### src/rtl/bp_fe_pkg.sv
// Shared types for the FE BHT update queue: FSM states and the entry struct macro.
// The entry struct width follows the BHT index width of the instantiating module.
package bp_fe_pkg;

    typedef enum logic {
        e_updq_run    = 1'b0,
        e_updq_squash = 1'b1
    } bp_fe_bht_updq_state_e;

endpackage

`define BP_FE_DECLARE_BHT_UPDQ_ENTRY_S(idx_width_mp) \
    typedef struct packed { \
        logic [idx_width_mp-1:0] idx; \
        logic                    taken; \
    } bp_fe_bht_updq_entry_s

### src/rtl/bp_fe_bht_updq_mem.sv
// Reset-free register file holding in-flight predictions: one write port and
// one asynchronous read port.
module bp_fe_bht_updq_mem
    import bp_fe_pkg::*;
#(
    parameter int bht_idx_width_p = 9,
    parameter int els_p           = 8,
    localparam int ptr_width_lp   = $clog2(els_p),
    localparam int entry_width_lp = bht_idx_width_p + 1
)
(
    input  logic                      clk_i,
    input  logic                      w_v_i,
    input  logic [ptr_width_lp-1:0]   w_addr_i,
    input  logic [entry_width_lp-1:0] w_data_i,
    input  logic [ptr_width_lp-1:0]   r_addr_i,
    output logic [entry_width_lp-1:0] r_data_o
);

    logic [entry_width_lp-1:0] mem_r [els_p];

    always_ff @(posedge clk_i) begin
        if (w_v_i) begin
            mem_r[w_addr_i] <= w_data_i;
        end
    end

    assign r_data_o = mem_r[r_addr_i];

endmodule

### src/rtl/bp_fe_bht_update_queue.sv
// In-order queue of BHT predictions that emits one BHT update per backend resolution.
// Optional BP_FE_BHT_UPDQ_BYPASS_EN resolves a record straight through an empty queue.
module bp_fe_bht_update_queue
    import bp_fe_pkg::*;
#(
    parameter int bht_idx_width_p = 9,
    parameter int els_p           = 8,
    localparam int ptr_width_lp   = $clog2(els_p),
    localparam int cnt_width_lp   = $clog2(els_p + 1)
)
(
    input  logic                       clk_i,
    input  logic                       reset_n_i,
    input  logic                       pred_v_i,
    input  logic [bht_idx_width_p-1:0] pred_idx_i,
    input  logic                       pred_taken_i,
    output logic                       pred_ready_o,
    input  logic                       res_v_i,
    input  logic                       res_taken_i,
    output logic                       res_ready_o,
    input  logic                       flush_i,
    output logic                       w_v_o,
    output logic [bht_idx_width_p-1:0] idx_w_o,
    output logic                       correct_o,
    output logic                       mispredict_o,
    output logic [cnt_width_lp-1:0]    count_o
);

    `BP_FE_DECLARE_BHT_UPDQ_ENTRY_S(bht_idx_width_p);

    localparam logic [cnt_width_lp-1:0] full_cnt_lp = cnt_width_lp'(els_p);

    bp_fe_bht_updq_state_e   state_r, state_n;
    logic [ptr_width_lp-1:0] rptr_r, rptr_n, wptr_r, wptr_n;
    logic [cnt_width_lp-1:0] count_r, count_n;
    bp_fe_bht_updq_entry_s   rd_data, wr_data, head;
    logic                    bypass, enq, deq, deq_mem, correct_n, mispred, squash;

`ifdef BP_FE_BHT_UPDQ_BYPASS_EN
    assign bypass = (count_r == '0) && (state_r == e_updq_run) && !flush_i && pred_v_i && res_v_i;
`else
    assign bypass = 1'b0;
`endif

    // Handshake outputs
    always_comb begin
        pred_ready_o = (state_r == e_updq_run) && (count_r != full_cnt_lp) && !flush_i;
        res_ready_o  = (count_r != '0) || bypass;
    end

    assign wr_data = '{idx: pred_idx_i, taken: pred_taken_i};
    assign head    = bypass ? wr_data : rd_data;

    assign deq       = res_v_i && res_ready_o;
    assign deq_mem   = deq && !bypass;
    assign correct_n = (head.taken == res_taken_i);
    assign mispred   = deq && !correct_n;
    assign squash    = mispred || flush_i;
    // A squash drops the same-cycle record; a bypassed record never touches storage.
    assign enq       = pred_v_i && pred_ready_o && !mispred && !bypass;

    bp_fe_bht_updq_mem #(
        .bht_idx_width_p(bht_idx_width_p),
        .els_p          (els_p)
    ) mem (
        .clk_i   (clk_i),
        .w_v_i   (enq),
        .w_addr_i(wptr_r),
        .w_data_i(wr_data),
        .r_addr_i(rptr_r),
        .r_data_o(rd_data)
    );

    always_comb begin
        state_n = squash ? e_updq_squash : e_updq_run;
    end

    always_comb begin
        rptr_n = rptr_r + ptr_width_lp'(deq_mem);
        if (squash) begin
            wptr_n  = rptr_n;
            count_n = '0;
        end else begin
            wptr_n  = wptr_r + ptr_width_lp'(enq);
            count_n = count_r + cnt_width_lp'(enq) - cnt_width_lp'(deq_mem);
        end
    end

    always_ff @(posedge clk_i or negedge reset_n_i) begin
        if (!reset_n_i) begin
            state_r <= e_updq_run;
            rptr_r  <= '0;
            wptr_r  <= '0;
            count_r <= '0;
        end else begin
            state_r <= state_n;
            rptr_r  <= rptr_n;
            wptr_r  <= wptr_n;
            count_r <= count_n;
        end
    end

    // BHT update port, one cycle behind the dequeue
    always_ff @(posedge clk_i or negedge reset_n_i) begin
        if (!reset_n_i) begin
            w_v_o        <= 1'b0;
            idx_w_o      <= '0;
            correct_o    <= 1'b0;
            mispredict_o <= 1'b0;
        end else begin
            w_v_o        <= deq;
            mispredict_o <= mispred;
            if (deq) begin
                idx_w_o   <= head.idx;
                correct_o <= correct_n;
            end
        end
    end

    assign count_o = count_r;

endmodule

### config.mk
export PLATFORM = sky130hd
export DESIGN_NAME = bp_fe_bht_update_queue
export DESIGN_NICKNAME = d
export VERILOG_FILES = /design/src/rtl/bp_fe_pkg.sv /design/src/rtl/bp_fe_bht_updq_mem.sv /design/src/rtl/bp_fe_bht_update_queue.sv
export SDC_FILE = /design/constraint.sdc
export NUM_CORES = 1
export LEC_CHECK = 0
export CORE_MARGIN = 8
export CORE_UTILIZATION = 35
export DETAILED_ROUTE_END_ITERATION = 12
export PLACE_DENSITY = 0.5
export SKIP_CTS_REPAIR_TIMING = 1
export SYNTH_ARGS = -nofsm -noshare
export SYNTH_HDL_FRONTEND = slang
export SYNTH_SLANG_ARGS = --single-unit
### constraint.sdc
create_clock -name clk_i -period 5.83 [get_ports clk_i]
set_input_delay 0.8745 -clock clk_i [delete_from_list [all_inputs] [get_ports clk_i]]
set_output_delay 0.8745 -clock clk_i [all_outputs]
set_load 0.1 [all_outputs]
# Word level (Yosys, flattened, before mapping)
# Memory sizes are Yosys's and may differ from the RTL's.
# Index checks and enable logic that the tools add are counted.
dict set report word_totals {
  reg_bits 23
  ram_bits 80
  inputBits 16
  output_inout_bits 18
  elab_cells 32
  memories 1
}
dict set report op_classes {
  addsub 4
  n_eq_ne 2
  n_mux 5
  bitwise_logic 1
  n_reduce_logical 11
}
# memory depth word_bits rd rd_clocked_by_memory_dff write_ports line_no
set mem_list {}
lappend mem_list {mem.mem_r 8 10 1 0 1 bp_fe_bht_updq_mem.sv:20} ;# logic [entry_width_lp-1:0] mem_r [els_p];
# op n
set ops {}
lappend ops {{adder 3 x 1 -> 3 bit} 2}
lappend ops {{logical AND 1 bit} 6}
lappend ops {{adder 4 x 1 -> 4 bit} 1}
lappend ops {{two-way mux 4 bit} 1}
lappend ops {{inequality test 4 bit, second input constant} 1}
lappend ops {{nonzero test 4 bit} 1}
lappend ops {{subtractor 4 x 1 -> 4 bit} 1}
lappend ops {{zero test 1 bit} 3}
lappend ops {{two-way mux 1 bit} 3}
lappend ops {{two-way mux 3 bit} 1}
lappend ops {{== test 1 bit} 1}
lappend ops {{logical OR 1 bit} 1}
lappend ops {{NOT 1 bit} 1}

# Depth between registers and ports, before layout
# Gate-level depths: netlist of the first run.
# An unclocked memory read counts as a cell.
dict set report logic_depth {
  word_depth 9
  mapped_depth 14
  ltp_nobuf 13
}

# Modules after synthesis
# A second synthesis of the first run with hierarchy kept.
dict set report hier_totals {
  hier_cells 205
  hier_area_um2 4191.5
}
# mod n_inst cells_per_inst area_per_inst_um2 seq_area_each_um2
set by_module_without_submodules {}
lappend by_module_without_submodules {bp_fe_bht_updq_mem 1 128 3133.0 2402.3}
lappend by_module_without_submodules {bp_fe_bht_update_queue 1 77 1058.5 575.6}

# Worst setup path after synthesis of the first run
# OpenSTA, ideal clock, no wires.
dict set report synth_timing {
  path_type {reg2reg}
  start {register count_r[2], in the netlist count_o[2]}
  end {memory mem.mem_r[5][0] (netlist bit), enable pin}
  setup_time_ns 0.408
  t_arrival_ns 5.577
  t_required_ns 5.422
  path_slack_ns -0.155
  path_stages_with_launch 6
  path_buffers 0
  period_less_slack_ns 5.985
  path_cell_list {dfrtp_1 -> inv_1 -> ha_1 -> a211oi_1 -> nand2_1 -> nor4b_1}
}
dict set report synth_via {
  elab_chain_len 7
  elab_cells_between_ends 11
  cone_classes {1 x eq/ne; 2 x mux; 8 x reduce/logical}
}
# element line_no
set synth_lines {}
lappend synth_lines {{start: declaration} bp_fe_bht_update_queue.sv:35} ;# logic [cnt_width_lp-1:0] count_r, count_n;
lappend synth_lines {{start signal: assignment} bp_fe_bht_update_queue.sv:99} ;# count_r <= count_n;
lappend synth_lines {{inequality test 4 bit} bp_fe_bht_update_queue.sv:47} ;# pred_ready_o = (state_r == e_updq_run) && (count_r != full_cnt_lp) && !flush_i;
lappend synth_lines {{logical AND 1 bit (2 in a row)} bp_fe_bht_update_queue.sv:47}
lappend synth_lines {{via pred_ready_o} bp_fe_bht_update_queue.sv:17} ;# output logic pred_ready_o,
lappend synth_lines {{logical AND 1 bit (2 in a row)} bp_fe_bht_update_queue.sv:60} ;# assign enq = pred_v_i && pred_ready_o && !mispred && !bypass;
lappend synth_lines {{two-way mux 1 bit} bp_fe_bht_updq_mem.sv:23} ;# if (w_v_i) begin
lappend synth_lines {{two-way mux 1 bit (implied by the code)} bp_fe_bht_updq_mem.sv:24} ;# mem_r[w_addr_i] <= w_data_i;
lappend synth_lines {{end: declaration} bp_fe_bht_updq_mem.sv:20}
# The timed path passes the listed nets, and every way through them passes these cells.

# Worst setup path in the final report of the first run
dict set report layout_timing {
  start {input flush_i}
  end {output pred_ready_o}
}
dict set report layout_via {
  elab_chain_len 2
}
# element line_no
set layout_lines {}
lappend layout_lines {{start: declaration} bp_fe_bht_update_queue.sv:21} ;# input logic flush_i,
lappend layout_lines {{zero test 1 bit} bp_fe_bht_update_queue.sv:47}
lappend layout_lines {{logical AND 1 bit} bp_fe_bht_update_queue.sv:47}
lappend layout_lines {{end: declaration} bp_fe_bht_update_queue.sv:17}
# No other way between the ends.

==> run_results.csv, run 1 <==
group,metric,value,unit
worst_setup_path,slowest_delay,1180,ps
run_status,status,"finished clean",
placement,dp_hpwl,5230,µm
clock_tree,cts_tree,"done",
power,vdd_drop_max,191,µV
timing,max_slew_margin,0.230,
final_layout,fin_util,0.429,
final_layout,area_delta_synth_final,20.5,%
worst_setup_path,worstPathRequired,4960,ps
worst_setup_path,worst_setup_path_end_kind,"primary output",
clock_tree,clk_pin_slew,60,ps
global_routing,grt_max_degree,24,
clock_tree,clk_latency,340,ps
timing,fin_worst_skew,4.73,ps
synthesis,seq_area_frac_synth,0.699,
route,via_count,2098,
synthesis,syn_avg_cell_area,18.0,µm²
power,power_density,531,nW/µm²
worst_setup_path,critPathTopFamily,"buffers and inverters",
min_path,min_to,"idx_w_o[8]$_DFFE_PN0P_",
synthesis,synthAdderAreaFrac,0.0341,
floorplan,die_h,126,µm
timing,tightest_slew,1150,ps
min_path,hold_path.startpoint,"idx_w_o[8]$_DFFE_PN0P_",
route,wl_met1,4060,µm
synthesis,synthXorXnorAreaFrac,0.00822,
synthesis,yosys_warnings,0,
worst_setup_path,critPathKind,"in2out",
flow_run,max-cap-violations,0,
timing,setup_violations,0,
power,finalPower,2.73,mW
min_path,min_path_cells,2,
timing,fin_setup_tns,0,ps
synthesis,synthTopCellsByCount,"edfxtp_1 (80), dfrtp_1 (23), nand2_1 (15), mux2i_1 (14), mux4_2 (13)",
synthesis,synth_seq_cells,103,
timing,whs,474,ps
clock_tree,cts_root_buf,"clkbuf_16",
synthesis,synthCells,237,
timing,rsz0062_at_grt,"false",
global_routing,gr-total-overflow,0,
floorplan,initial_core_util,0.356,
worst_setup_path,cp_slowest_cell,"clkdlybuf4s50_1",
synthesis,synthMuxAreaShare,0.147,
synthesis,synthTopCellsByArea,"edfxtp_1 (56%), dfrtp_1 (14%), mux4_2 (6.9%)",
final_layout,fillers,1052,
synthesis,synthArstFlopShare,0.223,
timing,timing.fmax,258,MHz
synthesis,synth-simple-area-share,0.0590,
worst_setup_path,crit_buf_inv,2,
final_layout,finalInstanceArea,5140,µm²
placement,gp_congestion,0.659,
worst_setup_path,crit_top_cell,"clkdlybuf4s50_1",
floorplan,rows,40,
synthesis,ys.flop_type,"edfxtp_1",
route,drtPass1Iterations,4,
synthesis,ys_types,37,
worst_setup_path,start_kind,"input port",
synthesis,synth_compound_area_frac,0.0229,
clock_tree,cts_made_buffers,9,
route,ant_nets,0,
final_layout,fin_nets,301,
clock_tree,cts_buffer_depth,2,
worst_setup_path,arrival,3000,ps
global_routing,antenna_found_initial,0,
synthesis,synth_top_area_frac,0.564,
worst_setup_path,r2r_start,"rptr_r[1]$_DFF_PN0_",
timing,timing.final.crit_share,0.665,
placement,portBuffers,33,
route,routed-wl-met3,212,µm
placement,placed_area,4820,µm²
worst_setup_path,reg2reg_depth,5,
synthesis,synthesis.area,4260,µm²
worst_setup_path,reg2reg_slack,2310,ps
global_routing,grt_first_pass_wirelength,13100,µm
route,met2_length,3890,µm
timing,slew_viol_final,0,
synthesis,synth_most_common_cell,"edfxtp_1",
clock_tree,cts_sinks,103,
worst_setup_path,path_cells,"clkdlybuf4s50_1, a211oi_2, clkdlybuf4s50_1",
route,routedWlPerCell,19.5,µm
synthesis,yosysTopAreaCell,"edfxtp_1",
timing,fin_crit,3880,ps
floorplan,die_w,126,µm
synthesis,synthesis.nets,264,
floorplan,die_area,16000,µm²
clock_tree,htree_levels,3,
final_layout,drive_gt1_frac,0.158,
route,drt-total-wl,8290,µm
route,viasPerCell,4.92,
route,post-route-drc-count,0,
worst_setup_path,r2r-end,"mem.mem_r[4][3]$_DFFE_PP_",
synthesis,synth-edff-count,80,
worst_setup_path,critPathMaxFanout,12,
final_layout,num_antenna_cells,0,
timing,hold_viol,0,
route,top_layer,"met4",
global_routing,grt_usage,0.111,
floorplan,ioPinCount,34,
synthesis,synth_top_family_by_area,"multiplexers",
floorplan,coreArea,12000,µm²
route,drtIter0Drc,138,
min_path,hold_class,"reg2reg",
global_routing,grt_pass1_vias,2208,
power,p_leak,1.81,nW
sequential cells by signal, indices dropped and copies added, names as in the netlist:
register      count
state_r           1
count_o           4
w_v_o             1
correct_o         1
idx_w_o           9
mispredict_o      1
rptr_r            3
wptr_r            3
mem.mem_r        80
metrics by stage:
| stage | std cells | setup slack (ps) |
|---|---|---|
| 6_report | 426 | 1950 |
| 5_1_grt | 426 | 1890 |
| 4_1_cts | 426 | 1950 |
| 3_5_place_dp | 410 | 1950 |
| 3_3_place_gp | 410 | 1980 |
| 2_1_floorplan | 237 | 1020 |
worst min-delay path, cell delays in order, from the launching register on:
cell and delay [ps]:
dfrtp_1 340, nand2_1 40, o21ai_0 50
cells in the final DEF (no fill, tap or decap), drive strengths merged, types with 4 or more instances in the layout:
cell type | Yosys | layout
inv | 10 | 12
dfrtp | 23 | 23
nand2 | 15 | 15
o21ai | 9 | 9
nor4b | 4 | 4
edfxtp | 80 | 80
clkbuf | 6 | 12
mux4 | 19 | 19
clkdlybuf4s50 | 0 | 33
ha | 10 | 10
buf | 6 | 5
nor2 | 4 | 4
mux2i | 14 | 14
routing by layer:
layer	vias to the layer above	track usage
met2	26	0.169
li1	1007	-
met4	0	0.0531
met1	1056	0.148
met3	9	0.0218
met5	-	0
worst max-delay path by stage:
stage	from	end	slack (ps)	cells past startpoint
2_1_floorplan	count_o[2]$_DFF_PN0_	mem.mem_r[5][0]$_DFFE_PP_	1020	5
3_3_place_gp	flush_i	pred_ready_o	1980	3
3_5_place_dp	flush_i	pred_ready_o	1950	3
4_1_cts	flush_i	pred_ready_o	1950	3
5_1_grt	flush_i	pred_ready_o	1890	3
6_report	flush_i	pred_ready_o	1950	3
power by group:
part	leakage, nW	internal (mW)	switching (mW)
Clock	0.152	0.380	0.263
Sequential	1.00	0.885	0.119
Combinational	0.651	0.378	0.701
final cells by class:
| type | count | area [µm²] | area share |
|---|---|---|---|
| clock buffer | 12 | 236 | 0.0460 |
| clock inverter | 4 | 77.6 | 0.0151 |
| inverter | 10 | 42.5 | 0.00828 |
| multi-input combinational | 112 | 1250 | 0.243 |
| sequential | 103 | 2980 | 0.580 |
| tap | 147 | 184 | 0.0358 |
| timing repair buffer | 38 | 368 | 0.0716 |
kinds of logic after synthesis:
group	after synthesis
AO/OA/AOI/OAI	16
XOR/XNOR	4
buffers and inverters	22
flip-flops	103
adder cells (fa/ha/maj)	11
AND/OR/NAND/NOR	45
multiplexers	36
Power figures use the tool's default switching activity.
==> run 2: changes to the inputs <==
--- a/config.mk
+++ b/config.mk
@@ -8,7 +8,7 @@
 export CORE_MARGIN = 8
 export CORE_UTILIZATION = 35
 export DETAILED_ROUTE_END_ITERATION = 12
-export PLACE_DENSITY = 0.5
+export PLACE_DENSITY = 0.51
 export SKIP_CTS_REPAIR_TIMING = 1
 export SYNTH_ARGS = -nofsm -noshare
 export SYNTH_HDL_FRONTEND = slang
==> constraint.sdc (replaced) <==
create_clock -name clk_i -period 3.3 [get_ports clk_i]
set_input_delay 0.495 -clock clk_i [delete_from_list [all_inputs] [get_ports clk_i]]
set_output_delay 0.495 -clock clk_i [all_outputs]
set_load 0.1 [all_outputs]
==> run 2 against run 1 <==
Compared with the run above:
- total power increased by 79%
- critical path type is now reg2reg
- die area unchanged
- combinational power increased by 90%
==> run_results.csv, run 2 (synthesis gave the netlist of run 1 again) <==
group,metric,value,unit
timing,timing.fmax,343,MHz
worst_setup_path,crit_buf_inv,2,
worst_setup_path,reg2reg_depth,12,
timing,max_slew_margin,0.349,
power,p_leak,1.89,nW
worst_setup_path,arrival,3150,ps
clock_tree,cts_buffer_depth,2,
worst_setup_path,slowest_delay,560,ps
final_layout,multi_input_area,1280,µm²
timing,timing.final.crit_share,0.884,
worst_setup_path,worst_setup_path_end_kind,"flip-flop",
clock_tree,cts_made_buffers,9,
floorplan,die_w,126,µm
timing,fin_crit,2920,ps
timing,fin_setup_tns,0,ps
worst_setup_path,crit_top_cell,"ha_1",
timing,setup_violations,0,
final_layout,largest_reg_flops,80,
global_routing,grt_max_degree,24,
clock_tree,cts_sinks,103,
timing,slew_viol_final,0,
worst_setup_path,cp-startpoint,"count_o[2]$_DFF_PN0_",
clock_tree,cts_tree,"done",
global_routing,antenna_found_initial,0,
final_layout,drive_gt1_frac,0.229,
final_layout,area_delta_synth_final,23.8,%
timing,rsz0062_at_grt,"false",
floorplan,initial_core_util,0.356,
worst_setup_path,crit_cells,12,
power,vdd_drop_max,508,µV
route,ant_nets,0,
route,via_count,2193,
timing,hold_viol,0,
worst_setup_path,reg2reg_slack,380,ps
route,drt-total-wl,8490,µm
final_layout,layout_commonest_cell,"edfxtp_1",
min_path,hold_class,"reg2reg",
worst_setup_path,start_kind,"flip-flop",
clock_tree,clk_latency,350,ps
clock_tree,clk_pin_slew,70,ps
floorplan,ioPinCount,34,
worst_setup_path,path_cells,"inv_2, ha_1, or3b_2, nand3_1, mux2_4, nand3_1, ha_1, inv_1, ha_1, fa_1, xnor2_1, nor3_1",
floorplan,rows,40,
final_layout,fillers,1043,
global_routing,busiest_layer,"met2",
worst_setup_path,critPathKind,"reg2reg",
placement,dp_hpwl,5500,µm
final_layout,seq_area,2990,µm²
worst_setup_path,cp_slowest_cell,"or3b_2",
timing,fin_worst_skew,8.73,ps
final_layout,num_antenna_cells,0,
final_layout,regMostFlops,"mem.mem_r",
power,power_density,927,nW/µm²
final_layout,final_cell_mix,"edfxtp_1 (80), clkdlybuf4s50_1 (31), buf_4 (20)",
global_routing,grt_first_pass_wirelength,13500,µm
timing,tightest_slew,974,ps
floorplan,die_area,16000,µm²
global_routing,grtUsageMet1,0.146,
worst_setup_path,crit_end,"count_o[2]$_DFF_PN0_",
global_routing,use_met2,0.177,
global_routing,met3_usage,0.0381,
power,finalPower,4.89,mW
placement,portBuffers,33,
global_routing,gr-total-overflow,0,
worst_setup_path,critPathMaxFanout,10,
route,viasPerCell,5.00,
route,drtIter0Drc,194,
global_routing,grt_pass1_vias,2359,
worst_setup_path,worstPathRequired,3530,ps
placement,gp_congestion,0.725,
route,routedWlPerCell,19.3,µm
route,drtPass1Iterations,4,
worst_setup_path,r2r_start,"count_o[2]$_DFF_PN0_",
route,post-route-drc-count,0,
worst_setup_path,critPathTopFamily,"adder cells",
run_status,status,"finished clean",
flow_run,max-cap-violations,0,
global_routing,grt_usage,0.116,
clock_tree,cts_root_buf,"clkbuf_16",
floorplan,die_h,126,µm
floorplan,coreArea,12000,µm²
clock_tree,htree_levels,3,
final_layout,fin_nets,314,
worst_setup_path,r2r-end,"count_o[2]$_DFF_PN0_",
run 2: how the worst min path moves through the flow:
stage / startpoint / end / slack (ps) / cells past startpoint
floorplan: reset_n_i / correct_o$_DFFE_PN0P_ / 200 / 0
global placement: idx_w_o[6]$_DFFE_PN0P_ / idx_w_o[6]$_DFFE_PN0P_ / 470 / 2
detailed placement: idx_w_o[6]$_DFFE_PN0P_ / idx_w_o[6]$_DFFE_PN0P_ / 470 / 2
CTS: idx_w_o[6]$_DFFE_PN0P_ / idx_w_o[6]$_DFFE_PN0P_ / 490 / 2
finish: idx_w_o[6]$_DFFE_PN0P_ / idx_w_o[6]$_DFFE_PN0P_ / 480 / 2
global route: correct_o$_DFFE_PN0P_ / correct_o$_DFFE_PN0P_ / 510 / 1
run 2: routing by layer:
metal,up-vias,part of all wire
met5,-,0
met2,35,0.47
met4,0,0.017
met3,11,0.048
met1,1120,0.47
li1,1027,-
run 2: where the power goes:
group,leakage [nW],switching (mW),internal [mW],total [mW]
Sequential,0.997,0.127,1.57,1.70
Clock,0.157,0.470,0.676,1.15
Combinational,0.731,1.35,0.695,2.05
run 2: through the flow:
step	worst slack (ps)	utilization	area (µm²)	hold slack [ps]	instances
6_report	383	0.441	5280	478	439
5_1_grt	224	0.441	5280	508	439
4_1_cts	358	0.441	5280	487	439
3_5_place_dp	379	0.414	4950	472	423
3_3_place_gp	414	0.414	4950	466	423
2_1_floorplan	15.2	-	4400	199	237
run 2: final cells by class:
cell class | instances | share of cell area
sequential | 103 | 0.566
inverter | 10 | 0.00806
multi-input combinational | 112 | 0.243
clock inverter | 5 | 0.0168
clock buffer | 11 | 0.0441
timing repair buffer | 51 | 0.0873
tap | 147 | 0.0349
run 2: tightest hold or removal path: stages, from the launching register on:
cell	delay, ps
dfrtp_1	340
nand2_1	40
o21ai_0	60
